===== config.mk =====
export PLATFORM = sky130hd
export DESIGN_NAME = sprite_motion_scorer_flat
export DESIGN_NICKNAME = d
export VERILOG_FILES = /design/src/rtl/sprite_motion_scorer_if.sv /design/src/rtl/sprite_motion_scorer.sv /design/src/flat_wrapper.sv
export SDC_FILE = /design/constraint.sdc
export NUM_CORES = 1
export LEC_CHECK = 0
export ABC_AREA = 0
export BUFFER_PORTS_ARGS = -buffer_cell sky130_fd_sc_hd__buf_2
export CAP_MARGIN = 20
export CELL_PAD_IN_SITES_DETAIL_PLACEMENT = 1
export CELL_PAD_IN_SITES_GLOBAL_PLACEMENT = 1
export CORE_AREA = 3 3 113 136
export DETAILED_ROUTE_END_ITERATION = 7
export DIE_AREA = 0 0 116 139
export MAX_ROUTING_LAYER = met4
export PLACE_DENSITY_LB_ADDON = 0.1
export SYNTH_ARGS = -nofsm -noshare
export SYNTH_HDL_FRONTEND = slang
export SYNTH_SLANG_ARGS = --single-unit

===== constraint.sdc =====
create_clock -name clk -period 6.9 [get_ports clk]
set_input_delay 1.38 -clock clk [delete_from_list [all_inputs] [get_ports clk]]
set_output_delay 1.38 -clock clk [all_outputs]
set_load 0.01 [all_outputs]

===== src/rtl/sprite_motion_scorer_if.sv =====
// Signal bundle between the game input/timing side (master) and sprite_motion_scorer (slave).
interface sprite_motion_scorer_if #(
    parameter int X_W     = 10,
    parameter int Y_W     = 9,
    parameter int STEP_W  = 4,
    parameter int SCORE_W = 8,
    parameter int ROM_AW  = 18
);
    logic               frame_end;
    logic               mv_left;
    logic               mv_right;
    logic               mv_up;
    logic               mv_down;
    logic [STEP_W-1:0]  step;
    logic               score_clear;
    logic [X_W-1:0]     pix_x;
    logic [Y_W-1:0]     pix_y;
    logic [X_W-1:0]     pos_x;
    logic [Y_W-1:0]     pos_y;
    logic [SCORE_W-1:0] score_l;
    logic [SCORE_W-1:0] score_r;
    logic               goal_l;
    logic               goal_r;
    logic               hit;
    logic [ROM_AW-1:0]  rom_addr;

    modport master (
        output frame_end, mv_left, mv_right, mv_up, mv_down, step, score_clear, pix_x, pix_y,
        input  pos_x, pos_y, score_l, score_r, goal_l, goal_r, hit, rom_addr
    );

    modport slave (
        input  frame_end, mv_left, mv_right, mv_up, mv_down, step, score_clear, pix_x, pix_y,
        output pos_x, pos_y, score_l, score_r, goal_l, goal_r, hit, rom_addr
    );
endinterface


===== src/rtl/sprite_motion_scorer.sv =====
// Per-frame sprite motion, goal detection with hysteresis, saturating scores and pixel hit test.
// Define SCORE_BCD_EN for packed-BCD scores saturating at all-9s; otherwise binary saturating at SCORE_MAX.
module sprite_motion_scorer #(
    parameter int SCREEN_W     = 640,
    parameter int SCREEN_H     = 480,
    parameter int X_W          = 10,
    parameter int Y_W          = 9,
    parameter int SPRITE_DIM   = 50,
    parameter int START_X      = 295,
    parameter int START_Y      = 215,
    parameter int LEFT_GOAL_X  = 160,
    parameter int RIGHT_GOAL_X = 430,
    parameter int STEP_W       = 4,
    parameter int SCORE_W      = 8,
    parameter int SCORE_MAX    = 99,
    parameter int GLYPH_BASE   = 15,
    parameter int ROM_AW       = 18
) (
    input logic                   clk,
    input logic                   reset,
    sprite_motion_scorer_if.slave bus
);
    localparam logic [X_W:0]        X_MAX     = (X_W+1)'(SCREEN_W - SPRITE_DIM);
    localparam logic [Y_W:0]        Y_MAX     = (Y_W+1)'(SCREEN_H - SPRITE_DIM);
    localparam logic [X_W:0]        DIM_X     = (X_W+1)'(SPRITE_DIM);
    localparam logic [Y_W:0]        DIM_Y     = (Y_W+1)'(SPRITE_DIM);
    localparam logic [X_W-1:0]      GOAL_L    = X_W'(LEFT_GOAL_X);
    localparam logic [X_W-1:0]      GOAL_R    = X_W'(RIGHT_GOAL_X);
    localparam logic [ROM_AW-1:0]   GLYPH_OFS = ROM_AW'(GLYPH_BASE * SPRITE_DIM * SPRITE_DIM);
    localparam logic [ROM_AW-1:0]   DIM_ROM   = ROM_AW'(SPRITE_DIM);

    typedef enum logic {ARMED, LATCHED} goalState_t;

    goalState_t     state, stateNext;
    logic           frameEndQ, tick, tickQ;
    logic           incL, incR;
    logic [X_W:0]   xDec, xInc;
    logic [Y_W:0]   yDec, yInc;
    logic [X_W-1:0] xNext, dx;
    logic [Y_W-1:0] yNext, dy;
    logic           hitNow;

`ifdef SCORE_BCD_EN
    localparam logic [SCORE_W-1:0] ALL_NINES = {(SCORE_W/4){4'h9}};

    function automatic logic [SCORE_W-1:0] scoreInc(input logic [SCORE_W-1:0] s);
        logic [SCORE_W-1:0] r;
        logic carry;
        r = s;
        carry = 1'b1;
        if (s != ALL_NINES) begin
            for (int d = 0; d < SCORE_W/4; d++) begin
                if (carry) begin
                    if (s[4*d +: 4] == 4'd9) begin
                        r[4*d +: 4] = 4'd0;
                    end else begin
                        r[4*d +: 4] = s[4*d +: 4] + 4'd1;
                        carry = 1'b0;
                    end
                end
            end
        end
        return r;
    endfunction
`else
    function automatic logic [SCORE_W-1:0] scoreInc(input logic [SCORE_W-1:0] s);
        return (s >= SCORE_W'(SCORE_MAX)) ? s : s + SCORE_W'(1);
    endfunction
`endif

    assign tick = bus.frame_end & ~frameEndQ;

    // The extra top bit of xDec/yDec flags an underflow below zero.
    always_comb begin
        // NOTE: every always_comb output gets a default first so no path leaves it unassigned (latch).
        xDec  = {1'b0, bus.pos_x} - (X_W+1)'(bus.step);
        xInc  = {1'b0, bus.pos_x} + (X_W+1)'(bus.step);
        yDec  = {1'b0, bus.pos_y} - (Y_W+1)'(bus.step);
        yInc  = {1'b0, bus.pos_y} + (Y_W+1)'(bus.step);
        xNext = bus.pos_x;
        yNext = bus.pos_y;
        if (tick) begin
            if (bus.mv_left)       xNext = xDec[X_W] ? '0 : xDec[X_W-1:0];
            else if (bus.mv_right) xNext = (xInc > X_MAX) ? X_MAX[X_W-1:0] : xInc[X_W-1:0];
            else if (bus.mv_up)    yNext = yDec[Y_W] ? '0 : yDec[Y_W-1:0];
            else if (bus.mv_down)  yNext = (yInc > Y_MAX) ? Y_MAX[Y_W-1:0] : yInc[Y_W-1:0];
        end
    end

    always_comb begin
        stateNext = state;
        incL      = 1'b0;
        incR      = 1'b0;
        if (tickQ) begin
            case (state)
                ARMED: begin
                    if (bus.pos_x < GOAL_L) begin
                        incR      = 1'b1;
                        stateNext = LATCHED;
                    end else if (bus.pos_x > GOAL_R) begin
                        incL      = 1'b1;
                        stateNext = LATCHED;
                    end
                end
                LATCHED: begin
                    if (bus.pos_x > GOAL_L && bus.pos_x < GOAL_R) stateNext = ARMED;
                end
                default: stateNext = ARMED;
            endcase
        end
    end

    // NOTE: sequential state uses non-blocking assignments so every register samples pre-edge values.
    always_ff @(posedge clk or posedge reset) begin
        if (reset) begin
            frameEndQ <= 1'b1;
            tickQ     <= 1'b0;
            state     <= ARMED;
            bus.pos_x <= X_W'(START_X);
            bus.pos_y <= Y_W'(START_Y);
        end else begin
            frameEndQ <= bus.frame_end;
            tickQ     <= tick;
            state     <= stateNext;
            bus.pos_x <= xNext;
            bus.pos_y <= yNext;
        end
    end

    // A clear beats a same-cycle goal, including its pulse.
    always_ff @(posedge clk or posedge reset) begin
        if (reset) begin
            bus.score_l <= '0;
            bus.score_r <= '0;
            bus.goal_l  <= 1'b0;
            bus.goal_r  <= 1'b0;
        end else begin
            bus.goal_l <= 1'b0;
            bus.goal_r <= 1'b0;
            if (bus.score_clear) begin
                bus.score_l <= '0;
                bus.score_r <= '0;
            end else begin
                if (incL) begin
                    bus.goal_l  <= 1'b1;
                    bus.score_l <= scoreInc(bus.score_l);
                end
                if (incR) begin
                    bus.goal_r  <= 1'b1;
                    bus.score_r <= scoreInc(bus.score_r);
                end
            end
        end
    end

    assign dx     = bus.pix_x - bus.pos_x;
    assign dy     = bus.pix_y - bus.pos_y;
    assign hitNow = (bus.pix_x > bus.pos_x) && ({1'b0, bus.pix_x} < {1'b0, bus.pos_x} + DIM_X) &&
                    (bus.pix_y > bus.pos_y) && ({1'b0, bus.pix_y} < {1'b0, bus.pos_y} + DIM_Y);

    always_ff @(posedge clk or posedge reset) begin
        if (reset) begin
            bus.hit      <= 1'b0;
            bus.rom_addr <= '0;
        end else begin
            bus.hit      <= hitNow;
            bus.rom_addr <= GLYPH_OFS + ROM_AW'(dx) + DIM_ROM * ROM_AW'(dy);
        end
    end
endmodule


===== src/flat_wrapper.sv =====
// flat-port wrapper written by rule: the top's interface ports become plain ports
module sprite_motion_scorer_flat 
#(
    parameter int SCREEN_W     = 640,
    parameter int SCREEN_H     = 480,
    parameter int X_W          = 10,
    parameter int Y_W          = 9,
    parameter int SPRITE_DIM   = 50,
    parameter int START_X      = 295,
    parameter int START_Y      = 215,
    parameter int LEFT_GOAL_X  = 160,
    parameter int RIGHT_GOAL_X = 430,
    parameter int STEP_W       = 4,
    parameter int SCORE_W      = 8,
    parameter int SCORE_MAX    = 99,
    parameter int GLYPH_BASE   = 15,
    parameter int ROM_AW       = 18
)
  (clk, reset, bus_frame_end, bus_mv_left, bus_mv_right, bus_mv_up, bus_mv_down, bus_step, bus_score_clear, bus_pix_x, bus_pix_y, bus_pos_x, bus_pos_y, bus_score_l, bus_score_r, bus_goal_l, bus_goal_r, bus_hit, bus_rom_addr);
  sprite_motion_scorer_if #(.X_W(X_W), .Y_W(Y_W), .STEP_W(STEP_W), .SCORE_W(SCORE_W), .ROM_AW(ROM_AW)) bus_i ();
  input logic clk;
  input logic reset;
  input wire logic [$bits(bus_i.frame_end)-1:0] bus_frame_end;
  input wire logic [$bits(bus_i.mv_left)-1:0] bus_mv_left;
  input wire logic [$bits(bus_i.mv_right)-1:0] bus_mv_right;
  input wire logic [$bits(bus_i.mv_up)-1:0] bus_mv_up;
  input wire logic [$bits(bus_i.mv_down)-1:0] bus_mv_down;
  input wire logic [$bits(bus_i.step)-1:0] bus_step;
  input wire logic [$bits(bus_i.score_clear)-1:0] bus_score_clear;
  input wire logic [$bits(bus_i.pix_x)-1:0] bus_pix_x;
  input wire logic [$bits(bus_i.pix_y)-1:0] bus_pix_y;
  output wire logic [$bits(bus_i.pos_x)-1:0] bus_pos_x;
  output wire logic [$bits(bus_i.pos_y)-1:0] bus_pos_y;
  output wire logic [$bits(bus_i.score_l)-1:0] bus_score_l;
  output wire logic [$bits(bus_i.score_r)-1:0] bus_score_r;
  output wire logic [$bits(bus_i.goal_l)-1:0] bus_goal_l;
  output wire logic [$bits(bus_i.goal_r)-1:0] bus_goal_r;
  output wire logic [$bits(bus_i.hit)-1:0] bus_hit;
  output wire logic [$bits(bus_i.rom_addr)-1:0] bus_rom_addr;
  assign bus_i.frame_end = bus_frame_end;
  assign bus_i.mv_left = bus_mv_left;
  assign bus_i.mv_right = bus_mv_right;
  assign bus_i.mv_up = bus_mv_up;
  assign bus_i.mv_down = bus_mv_down;
  assign bus_i.step = bus_step;
  assign bus_i.score_clear = bus_score_clear;
  assign bus_i.pix_x = bus_pix_x;
  assign bus_i.pix_y = bus_pix_y;
  assign bus_pos_x = bus_i.pos_x;
  assign bus_pos_y = bus_i.pos_y;
  assign bus_score_l = bus_i.score_l;
  assign bus_score_r = bus_i.score_r;
  assign bus_goal_l = bus_i.goal_l;
  assign bus_goal_r = bus_i.goal_r;
  assign bus_hit = bus_i.hit;
  assign bus_rom_addr = bus_i.rom_addr;
  sprite_motion_scorer #(.SCREEN_W(SCREEN_W), .SCREEN_H(SCREEN_H), .X_W(X_W), .Y_W(Y_W), .SPRITE_DIM(SPRITE_DIM), .START_X(START_X), .START_Y(START_Y), .LEFT_GOAL_X(LEFT_GOAL_X), .RIGHT_GOAL_X(RIGHT_GOAL_X), .STEP_W(STEP_W), .SCORE_W(SCORE_W), .SCORE_MAX(SCORE_MAX), .GLYPH_BASE(GLYPH_BASE), .ROM_AW(ROM_AW)) u_core (.clk(clk), .reset(reset), .bus(bus_i));
endmodule

==> results of run 1 <==
[worst max-delay path by stage]
stage	startpoint	end	slack (ns)	cells past startpoint
after floorplan	bus_pix_y[0]	u_core.bus.rom_addr[13]$_DFF_PP0_	1.13	23
after global placement	bus_pix_y[0]	u_core.bus.rom_addr[13]$_DFF_PP0_	0.77	24
after detailed placement	bus_pix_y[0]	u_core.bus.rom_addr[13]$_DFF_PP0_	0.58	24
after CTS	bus_pix_y[0]	u_core.bus.rom_addr[13]$_DFF_PP0_	0.93	24
after global routing	bus_pix_y[0]	u_core.bus.rom_addr[13]$_DFF_PP0_	0.52	24
final	bus_pix_y[0]	u_core.bus.rom_addr[13]$_DFF_PP0_	0.95	24
[metrics by stage]
stage	instance area, um^2	setup slack [ns]	utilization	hold WS [ns]
4_1_cts	7188	0.9306	0.5029	0.5347
2_1_floorplan	6316	1.131	-	0.4706
6_report	7188	0.9532	0.5029	0.5332
3_5_place_dp	6860	0.5847	0.4800	0.5167
3_3_place_gp	6860	0.7694	0.4800	0.4875
5_1_grt	7188	0.5199	0.5029	0.5588
[sequential cells by signal, summed over array words and instances (netlist names)]
signal               flops
u_core.bus.hit           1
u_core.bus.score_r       8
u_core.frameEndQ         1
u_core.bus.goal_r        1
u_core.tickQ             1
u_core.bus.pos_y         9
u_core.bus.goal_l        1
u_core.bus.score_l       8
u_core.state             1
u_core.bus.rom_addr     17
u_core.bus.pos_x        10
[cells by family after synthesis]
kind of cell | synth area share
AO/OA/AOI/OAI | 0.2237
XOR/XNOR | 0.08875
adder cells (fa/ha/maj) | 0.2322
buffers and inverters | 0.05983
flip-flops | 0.2322
multiplexers | 0.008122
other | 0.0005937
AND/OR/NAND/NOR | 0.1547
[metal layers]
layer | vias up | routed length, um
li1 | 2797 | -
met1 | 2798 | 7441
met2 | 88 | 9137
met3 | 24 | 382
met4 | 0 | 386
met5 | - | 0
[cell usage in the layout (no fill, tap or decap), types with 4 or more instances in the layout]
master | Yosys | final
a211o_1 | 6 | 6
a211oi_1 | 8 | 8
a21o_1 | 19 | 19
a21oi_1 | 48 | 48
a221oi_1 | 4 | 4
a22oi_1 | 6 | 6
a31oi_1 | 8 | 8
and3_1 | 4 | 4
buf_2 | 5 | 85
clkbuf_16 | 0 | 9
dfrtp_1 | 46 | 46
dfstp_2 | 12 | 12
fa_1 | 12 | 12
ha_1 | 98 | 98
inv_1 | 69 | 68
mux2i_1 | 4 | 4
nand2_1 | 50 | 50
nand2b_1 | 12 | 12
nand3_1 | 17 | 17
nand3b_1 | 4 | 4
nand4_1 | 11 | 11
nor2_1 | 54 | 54
nor2b_1 | 13 | 13
nor3_1 | 14 | 14
o211ai_1 | 8 | 8
o21a_1 | 7 | 7
o21ai_0 | 46 | 46
o21bai_1 | 4 | 4
o221ai_1 | 4 | 4
o31ai_1 | 6 | 6
xnor2_1 | 44 | 44
xor2_1 | 20 | 20
[tightest hold or removal path, stage by stage, from the launching register on]
cell and delay, ns:
dfrtp_1 0.36, a22oi_1 0.07, nand2_1 0.07
[cell type report]
cell class                      instances  area [um^2]
Sequential cell                        58         1466
Clock inverter                          7        102.6
Multi-Input combinational cell        590         4472
Tap cell                              175        219.0
Clock buffer                            9        225.2
Fill cell                            1741         7106
Timing Repair Buffer                   87        440.4
Inverter                               70        262.8
==> flow_summary.toml, run 1 <==
[setup_path]
cp_max_fo = 4
critical-path-slowest-cell = "fa_1"
crit_path_frequent_cell = "ha_1"
worst-setup-path-type = "primary input to flip-flop"
r2r-end = "u_core.bus.rom_addr[13]$_DFF_PP0_"
worstSetupEndpointType = "flip-flop"
reg2reg_slack_ns = 1.40
crit_family = "adder cells"
buffering_stage_count_on_the_worst_path_with_inverters_included = 5
cp_cell_sequence = "buf_2 -> inv_1 -> ha_1 -> inv_1 -> fa_1 -> a21o_1 -> a21oi_1 -> xnor2_1 -> ha_1 -> ha_1 -> inv_1 -> fa_1 -> inv_1 -> ha_1 -> a21oi_1 -> o21ai_0 -> xor2_1 -> ha_1 -> and2_1 -> nor2_1 -> o21ai_0 -> and2_1 -> nand2b_1 -> xnor2_1"
crit_path_max_incr_delay_ns = 0.52
timing.rr.start = "u_core.bus.pos_y[1]$_DFFE_PP1P_"
timing.reg2reg.worst_path_depth = 24
critPathRequiredTime_ns = 7.12
arrival_ns = 6.16
timing.critical_path.from_type = "primary input"

[yosys]
netlist_instances = 742
ys_top_cells_by_area = "ha_1 (19%), dfrtp_1 (18%), xnor2_1 (6.1%)"
synth_edf_count = 0
main_synth_ff_type = "dfrtp_1"
synth_most_common_cell = "ha_1"
yosys_warnings = 0
leading_area_contributor_after_synthesis = "ha_1"
yosysSeqAreaShare = 0.2322
syn-cell-area_um2 = 6316
ys_top_cells_by_count = "ha_1 (98), inv_1 (69), nor2_1 (54), nand2_1 (50), a21oi_1 (48)"
post-synth-top-area-fraction = 0.1941
ys_seq_elements = 58
postSynthAreaPerCell_um2 = 8.512
synthDistinctLibCells = 75
async_flop_share = 1.000
synth_fp_nets = 883

[die]
placeableCoreArea_um2 = 14290
fp.dieH_um = 139
floorplan_die_area_um2 = 16120
number_of_standard_cell_rows_in_the_floorplan = 48
die_w_um = 116
pin_count = 87
starting_utilization_of_the_core_area = 0.4419

[global_routing]
most_used_routing_layer = "met2"
met3_track_demand_over_resource = 0.02313
grt_first_pass_wirelength_mm = 29.01
grt_use_met2 = 0.4010
largest_net_degree_at_the_start_of_global_routing = 59
grt_antenna_before_repair = 0
overflow = 0
first_global_vias = 6030
track_usage = 0.2278
use_met1 = 0.2680

[status]
run_status = "completed"

[clocking]
cts_setup_buffers = 0
clock_insertion_delay_worst_skew_ns = 0.34
cts_htree_levels = 3
clock_tree.root_cell = "clkbuf_16"
holdBufCountCts = 0
cts_repair_resize_count = 0
clockBufferDepth = 2
numCtsBuffers = 9
clk_pin_slew_ns = 0.06
clock_sinks = 58
cts_tree = "done"

[sta]
hold_viol_final = 0
setup-violations-final = 0
worst_slew_pin_slew_ns = 0.9219
achievable-frequency_mhz = 168.2
skew_ns = 0.009256
rsz_0062_raised_after_global_routing = "false"
relSlewSlack = 0.3787
post-route-period-util = 0.8619
final.setup.tns_ns = 0
final_count_of_pins_violating_max_slew = 0
timing.final.crit_period_ns = 5.947

[worst_hold_path]
timing.hold.worst_endpoint = "u_core.state$_DFFE_PP0P_"
min_path_cells = 2
path_category_of_the_worst_min_delay_check = "flip-flop to flip-flop"
timing.hold.worst.start = "u_core.state$_DFFE_PP0P_"

[place]
placed_cells = 980
buffer_ports.inserted = 85
post-dp-hpwl_mm = 14.13
gp_routability_congestion = 0.8860

[finish]
finish.cell_count_without_fillers = 996
syn_to_final_growth_pct = 13.81
antenna_cells = 0
proportion_of_layout_cells_with_a_drive_suffix_above_1 = 0.1559
nNetsFinal = 957

[detailed_routing]
drt_first_iter_violations = 215
avgViaCountPerCell = 5.730
via_count = 5707
wire_per_inst_um = 17.42
drt_drc_violations_left = 0
drt.antenna.violating_nets = 0
totalWireLength_mm = 17.35
drt-pass1-iter-count = 4

[job]
maxCapViolCount = 0
Power of run 1 is not shown: default switching activity piles up to over one toggle a cycle in this logic, so the estimate is an artifact.
==> inputs of run 2 (changes only) <==
--- a/config.mk
+++ b/config.mk
@@ -5,14 +5,14 @@
 export SDC_FILE = /design/constraint.sdc
 export NUM_CORES = 1
 export LEC_CHECK = 0
-export ABC_AREA = 0
+export ABC_AREA = 1
 export BUFFER_PORTS_ARGS = -buffer_cell sky130_fd_sc_hd__buf_2
 export CAP_MARGIN = 20
 export CELL_PAD_IN_SITES_DETAIL_PLACEMENT = 1
 export CELL_PAD_IN_SITES_GLOBAL_PLACEMENT = 1
-export CORE_AREA = 3 3 113 136
+export CORE_AREA = 3 3 117 142
 export DETAILED_ROUTE_END_ITERATION = 7
-export DIE_AREA = 0 0 116 139
+export DIE_AREA = 0 0 120 145
 export MAX_ROUTING_LAYER = met4
 export PLACE_DENSITY_LB_ADDON = 0.1
 export SYNTH_ARGS = -nofsm -noshare
==> flow_summary.toml, run 2 <==
[finish]
proportion_of_layout_cells_with_a_drive_suffix_above_1 = 0.1508
mostFrequentLayoutCells = "nand2_1 (186), inv_1 (140), ha_1 (98), buf_2 (85), nor2_1 (73)"
nNetsFinal = 1144
layout_top_registers = "u_core.bus.rom_addr x17, u_core.bus.pos_x x10, u_core.bus.pos_y x9"
largest-register = "u_core.bus.rom_addr"
num-fill-cells = 2051
syn_to_final_growth_pct = 13.40
largest_register_ffs = 17
antenna_cells = 0
multi_input_gate_area_in_the_final_layout_um2 = 4604
mostFrequentLayoutCell = "nand2_1"
seqCellArea_um2 = 1466

[die]
die_w_um = 120
placeableCoreArea_um2 = 15450
floorplan_die_area_um2 = 17400
number_of_standard_cell_rows_in_the_floorplan = 50
fp.dieH_um = 145
starting_utilization_of_the_core_area = 0.4350
pin_count = 87

[sta]
setup-violations-final = 0
achievable-frequency_mhz = 169.9
worst_slew_pin_slew_ns = 0.7766
rsz_0062_raised_after_global_routing = "false"
final_count_of_pins_violating_max_slew = 0
skew_ns = 0.01611
post-route-period-util = 0.8530
relSlewSlack = 0.4822
final.setup.tns_ns = 0
timing.final.crit_period_ns = 5.886
hold_viol_final = 0

[clocking]
cts_repair_resize_count = 0
clock_insertion_delay_worst_skew_ns = 0.35
clockBufferDepth = 2
cts_tree = "done"
numCtsBuffers = 9
clk_pin_slew_ns = 0.05
cts_setup_buffers = 0
holdBufCountCts = 0
cts_htree_levels = 3
clock_tree.root_cell = "clkbuf_16"
clock_sinks = 58

[detailed_routing]
via_count = 6303
drt.antenna.violating_nets = 0
totalWireLength_mm = 18.80
avgViaCountPerCell = 5.183
drt_drc_violations_left = 0
drt-pass1-iter-count = 4
drt_first_iter_violations = 236
wire_per_inst_um = 15.46

[setup_path]
cp_max_fo = 4
timing.reg2reg.worst_path_depth = 23
crit_path_max_incr_delay_ns = 0.50
worstSetupEndpointType = "flip-flop"
worst-setup-path-type = "primary input to flip-flop"
timing.critical_path.from_type = "primary input"
critical-path-slowest-cell = "fa_1"
crit_path_frequent_cell = "ha_1"
critPathRequiredTime_ns = 7.17
arrival_ns = 6.15

[yosys]
netlist_instances = 919
post_synth_adder_cell_area = 0.2182
post-synth-top-area-fraction = 0.1824
async_flop_share = 1.000
syn-cell-area_um2 = 6721
yosys_warnings = 0
dominant_combinational_cell_family_by_area_after_synthesis = "simple AND/OR/NAND/NOR gates"
ys_top_cells_by_count = "nand2_1 (186), inv_1 (141), ha_1 (98), nor2_1 (73), a21oi_1 (60)"
synth_compound_area_frac = 0.1309
ys_top_cells_by_area = "ha_1 (18%), dfrtp_1 (17%), nand2_1 (10%)"
leading_area_contributor_after_synthesis = "ha_1"
main_synth_ff_type = "dfrtp_1"
post_synth_and_or_nand_nor_area_fraction = 0.2442
synth_fp_nets = 1060
synth-xor-area-share = 0.09121
yosysSeqAreaShare = 0.2182
yosys-mux-area-fraction = 0
synth_most_common_cell = "nand2_1"
synthDistinctLibCells = 49
postSynthAreaPerCell_um2 = 7.314
ys_seq_elements = 58
synth_edf_count = 0

[global_routing]
first_global_vias = 6590
overflow = 0
grt_antenna_before_repair = 0
largest_net_degree_at_the_start_of_global_routing = 59
grt_first_pass_wirelength_mm = 32.13
track_usage = 0.2325

[worst_hold_path]
min_path_cells = 2
path_category_of_the_worst_min_delay_check = "flip-flop to flip-flop"

[place]
buffer_ports.inserted = 85
gp_routability_congestion = 0.8465
post-dp-hpwl_mm = 15.48

[job]
maxCapViolCount = 0

[status]
run_status = "completed"
run 2: cell types whose count changed in the layout (fill, tap and decap cells not counted), moves of 19 or more:
cell,before,now
nand3_1,17,50
xnor2_1,44,14
nand2_1,50,186
nor2_1,54,73
xor2_1,20,56
inv_1,68,140
run 2: worst max-delay path: cells and delay by family:
kind            cells  cell delay (ns)
compound gates      4             0.85
buf+inv             5             0.35
fa+ha+maj           7             2.36
xor+xnor            2             0.33
simple gates        9             0.87
run 2: through the flow:
| stage | cells | hold WS [ns] | utilization | setup WS (ns) | instance area (um^2) |
|---|---|---|---|---|---|
| global route | 1216 | 0.5338 | 0.4933 | 0.6044 | 7622 |
| floorplan | 919 | 0.4738 | - | 1.345 | 6721 |
| detailed placement | 1200 | 0.5019 | 0.4743 | 0.7563 | 7328 |
| CTS | 1216 | 0.5117 | 0.4933 | 1.015 | 7622 |
| finish | 1216 | 0.5088 | 0.4933 | 1.014 | 7622 |
| global placement | 1200 | 0.4983 | 0.4743 | 0.8558 | 7328 |
run 2: cell families (layout without fill, tap and decap cells):
logic type / count (synthesis) / count (layout)
compound gates: 147 / 147
fa+ha+maj: 110 / 110
buf+inv: 162 / 251
flops: 58 / 58
other cells: 1 / 1
xor+xnor: 70 / 70
simple gates: 371 / 371
run 2: worst paths after layout:
check	start	endpoint	slack (ns)
min	u_core.bus.score_l[7]$_DFFE_PP0P_	u_core.bus.score_l[7]$_DFFE_PP0P_	0.51
max reg2reg	u_core.bus.pos_y[4]$_DFFE_PP1P_	u_core.bus.rom_addr[14]$_DFF_PP0_	1.50
max	bus_pix_y[0]	u_core.bus.rom_addr[14]$_DFF_PP0_	1.01
min reg2reg	u_core.bus.score_l[7]$_DFFE_PP0P_	u_core.bus.score_l[7]$_DFFE_PP0P_	0.51
max in group asynchronous	reset	u_core.bus.pos_y[3]$_DFFE_PP0P_	5.12
min in group asynchronous	reset	u_core.bus.rom_addr[10]$_DFF_PP0_	1.25
run 2: layout make-up:
type,count,area share
multi-input combinational,699,0.6041
tap,208,0.03414
inverter,149,0.07403
clock inverter,7,0.009028
timing repair buffer,86,0.05680
sequential,58,0.1924
clock buffer,9,0.02955
run 2: layer usage:
metal | track usage | share of wire | vias to the layer above
met4 | 0.06017 | 0.015 | 0
met3 | 0.02768 | 0.023 | 23
li1 | - | - | 3176
met2 | 0.4242 | 0.54 | 78
met1 | 0.2679 | 0.43 | 3026
met5 | - | 0 | -
Power of run 2 is left out for the same reason.
==> inputs of run 3 (changes only) <==
--- a/config.mk
+++ b/config.mk
@@ -9,10 +9,10 @@
 export BUFFER_PORTS_ARGS = -buffer_cell sky130_fd_sc_hd__buf_2
 export CAP_MARGIN = 20
 export CELL_PAD_IN_SITES_DETAIL_PLACEMENT = 1
-export CELL_PAD_IN_SITES_GLOBAL_PLACEMENT = 1
-export CORE_AREA = 3 3 117 142
+export CELL_PAD_IN_SITES_GLOBAL_PLACEMENT = 2
+export CORE_AREA = 3 3 133 161
 export DETAILED_ROUTE_END_ITERATION = 7
-export DIE_AREA = 0 0 120 145
+export DIE_AREA = 0 0 136 164
 export MAX_ROUTING_LAYER = met4
 export PLACE_DENSITY_LB_ADDON = 0.1
 export SYNTH_ARGS = -nofsm -noshare
==> flow_summary.toml, run 3 (synthesis gave the netlist of run 2 again) <==
[finish]
syn_to_final_growth_pct = 14.97
largest_register_ffs = 17
nNetsFinal = 1144
finalInstanceArea_um2 = 7727
proportion_of_layout_cells_with_a_drive_suffix_above_1 = 0.1508
largest-register = "u_core.bus.rom_addr"
mostFrequentLayoutCells = "nand2_1 (186), inv_1 (140), ha_1 (98), buf_2 (85), nor2_1 (73)"
mostFrequentLayoutCell = "nand2_1"
layout_top_registers = "u_core.bus.rom_addr x17, u_core.bus.pos_x x10, u_core.bus.pos_y x9"
antenna_cells = 0

[global_routing]
grt_antenna_before_repair = 0
grt_first_pass_wirelength_mm = 32.18
track_usage = 0.1850
largest_net_degree_at_the_start_of_global_routing = 59
met3_track_demand_over_resource = 0.02420
first_global_vias = 6494
most_used_routing_layer = "met2"
overflow = 0
use_met1 = 0.2261
grt_use_met2 = 0.3200

[place]
pre_cts_slack_ns = 0.7300
buffer_ports.inserted = 85
gp_routability_congestion = 0.8053
placed_cell_area_um2 = 7400
post-dp-hpwl_mm = 16.51

[die]
die_w_um = 136
floorplan_die_area_um2 = 22300
pin_count = 87
fp.dieH_um = 164
placeableCoreArea_um2 = 20110
starting_utilization_of_the_core_area = 0.3342
number_of_standard_cell_rows_in_the_floorplan = 57

[setup_path]
crit_end = "u_core.bus.rom_addr[14]$_DFF_PP0_"
arrival_ns = 6.06
reg2reg_slack_ns = 1.67
timing.reg2reg.worst_path_depth = 23
critPathRequiredTime_ns = 7.17
timing.critical_path.depth = 27
worstSetupEndpointType = "flip-flop"
worst-setup-path-type = "primary input to flip-flop"
cp-startpoint = "bus_pix_y[0]"
critical-path-slowest-cell = "fa_1"
timing.rr.start = "u_core.bus.pos_y[4]$_DFFE_PP1P_"
timing.critical_path.from_type = "primary input"
crit_path_frequent_cell = "ha_1"
cp_max_fo = 4
crit_path_max_incr_delay_ns = 0.50
buffering_stage_count_on_the_worst_path_with_inverters_included = 5
crit_family = "adder cells"
r2r-end = "u_core.bus.rom_addr[14]$_DFF_PP0_"

[detailed_routing]
totalWireLength_mm = 19.46
drt_drc_violations_left = 0
drt-pass1-iter-count = 4
via_count = 6185
drt_first_iter_violations = 153
avgViaCountPerCell = 4.859
wire_per_inst_um = 15.28
drt.antenna.violating_nets = 0

[job]
maxCapViolCount = 0

[sta]
timing.final.crit_period_ns = 5.791
final.setup.tns_ns = 0
achievable-frequency_mhz = 172.7
relSlewSlack = 0.4349
worst_slew_pin_slew_ns = 0.8420
final_count_of_pins_violating_max_slew = 0
setup-violations-final = 0
setup_slack_ns = 1.109
rsz_0062_raised_after_global_routing = "false"
hold_viol_final = 0
skew_ns = 0.009661
post-route-period-util = 0.8393

[clocking]
clk_pin_slew_ns = 0.05
holdBufCountCts = 0
clock_insertion_delay_worst_skew_ns = 0.34
clock_sinks = 58
numCtsBuffers = 9
clock_tree.root_cell = "clkbuf_16"
cts_setup_buffers = 0
cts_repair_resize_count = 0
cts_htree_levels = 3
cts_tree = "done"
clockBufferDepth = 2

[worst_hold_path]
path_category_of_the_worst_min_delay_check = "flip-flop to flip-flop"
timing.hold.worst.start = "u_core.bus.score_l[7]$_DFFE_PP0P_"

[status]
run_status = "completed"
## run 3: cell types whose count changed in the layout (fill, tap and decap cells not counted)
cell,before,now
bufinv_16,1,2
clkinv_2,3,0
clkinv_4,0,3
clkinvlp_4,2,1
## run 3: worst min-delay path, stage by stage, from the launching register on
cell and delay [ns]:
dfrtp_1 0.38, inv_1 0.06, nor2_1 0.03
## run 3: how the worst min path moves through the flow
stage	end	depth (start not counted)
after global placement	u_core.bus.score_l[7]$_DFFE_PP0P_	2
after detailed placement	u_core.state$_DFFE_PP0P_	2
after global routing	u_core.bus.score_l[7]$_DFFE_PP0P_	2
after CTS	u_core.bus.score_l[7]$_DFFE_PP0P_	2
after floorplan	u_core.state$_DFFE_PP0P_	2
final	u_core.bus.score_l[7]$_DFFE_PP0P_	2
## run 3: final cells by class
| type | count | area [um^2] |
|---|---|---|
| clock buffers | 9 | 225.2 |
| clock inverters | 7 | 102.6 |
| fillers | 2610 | 12380 |
| inverters | 149 | 564.3 |
| multi-input cells | 699 | 4604 |
| flip-flops and latches | 58 | 1466 |
| well taps | 265 | 331.6 |
| repair buffers | 86 | 432.9 |
## run 3: metrics by stage
stage / hold WS [ns] / utilization / cells
CTS: 0.5162 / 0.3842 / 1273
global placement: 0.5020 / 0.3679 / 1257
finish: 0.5058 / 0.3842 / 1273
detailed placement: 0.5030 / 0.3679 / 1257
floorplan: 0.4738 / - / 919
global route: 0.5394 / 0.3842 / 1273
## run 3: metal layers
metal  routed length (um)  part of all wire
met1                 8857              0.46
met2                 9775              0.50
met3                  483             0.025
met4                  340             0.017
met5                    0                 0
Power of run 3 is left out for the same reason.
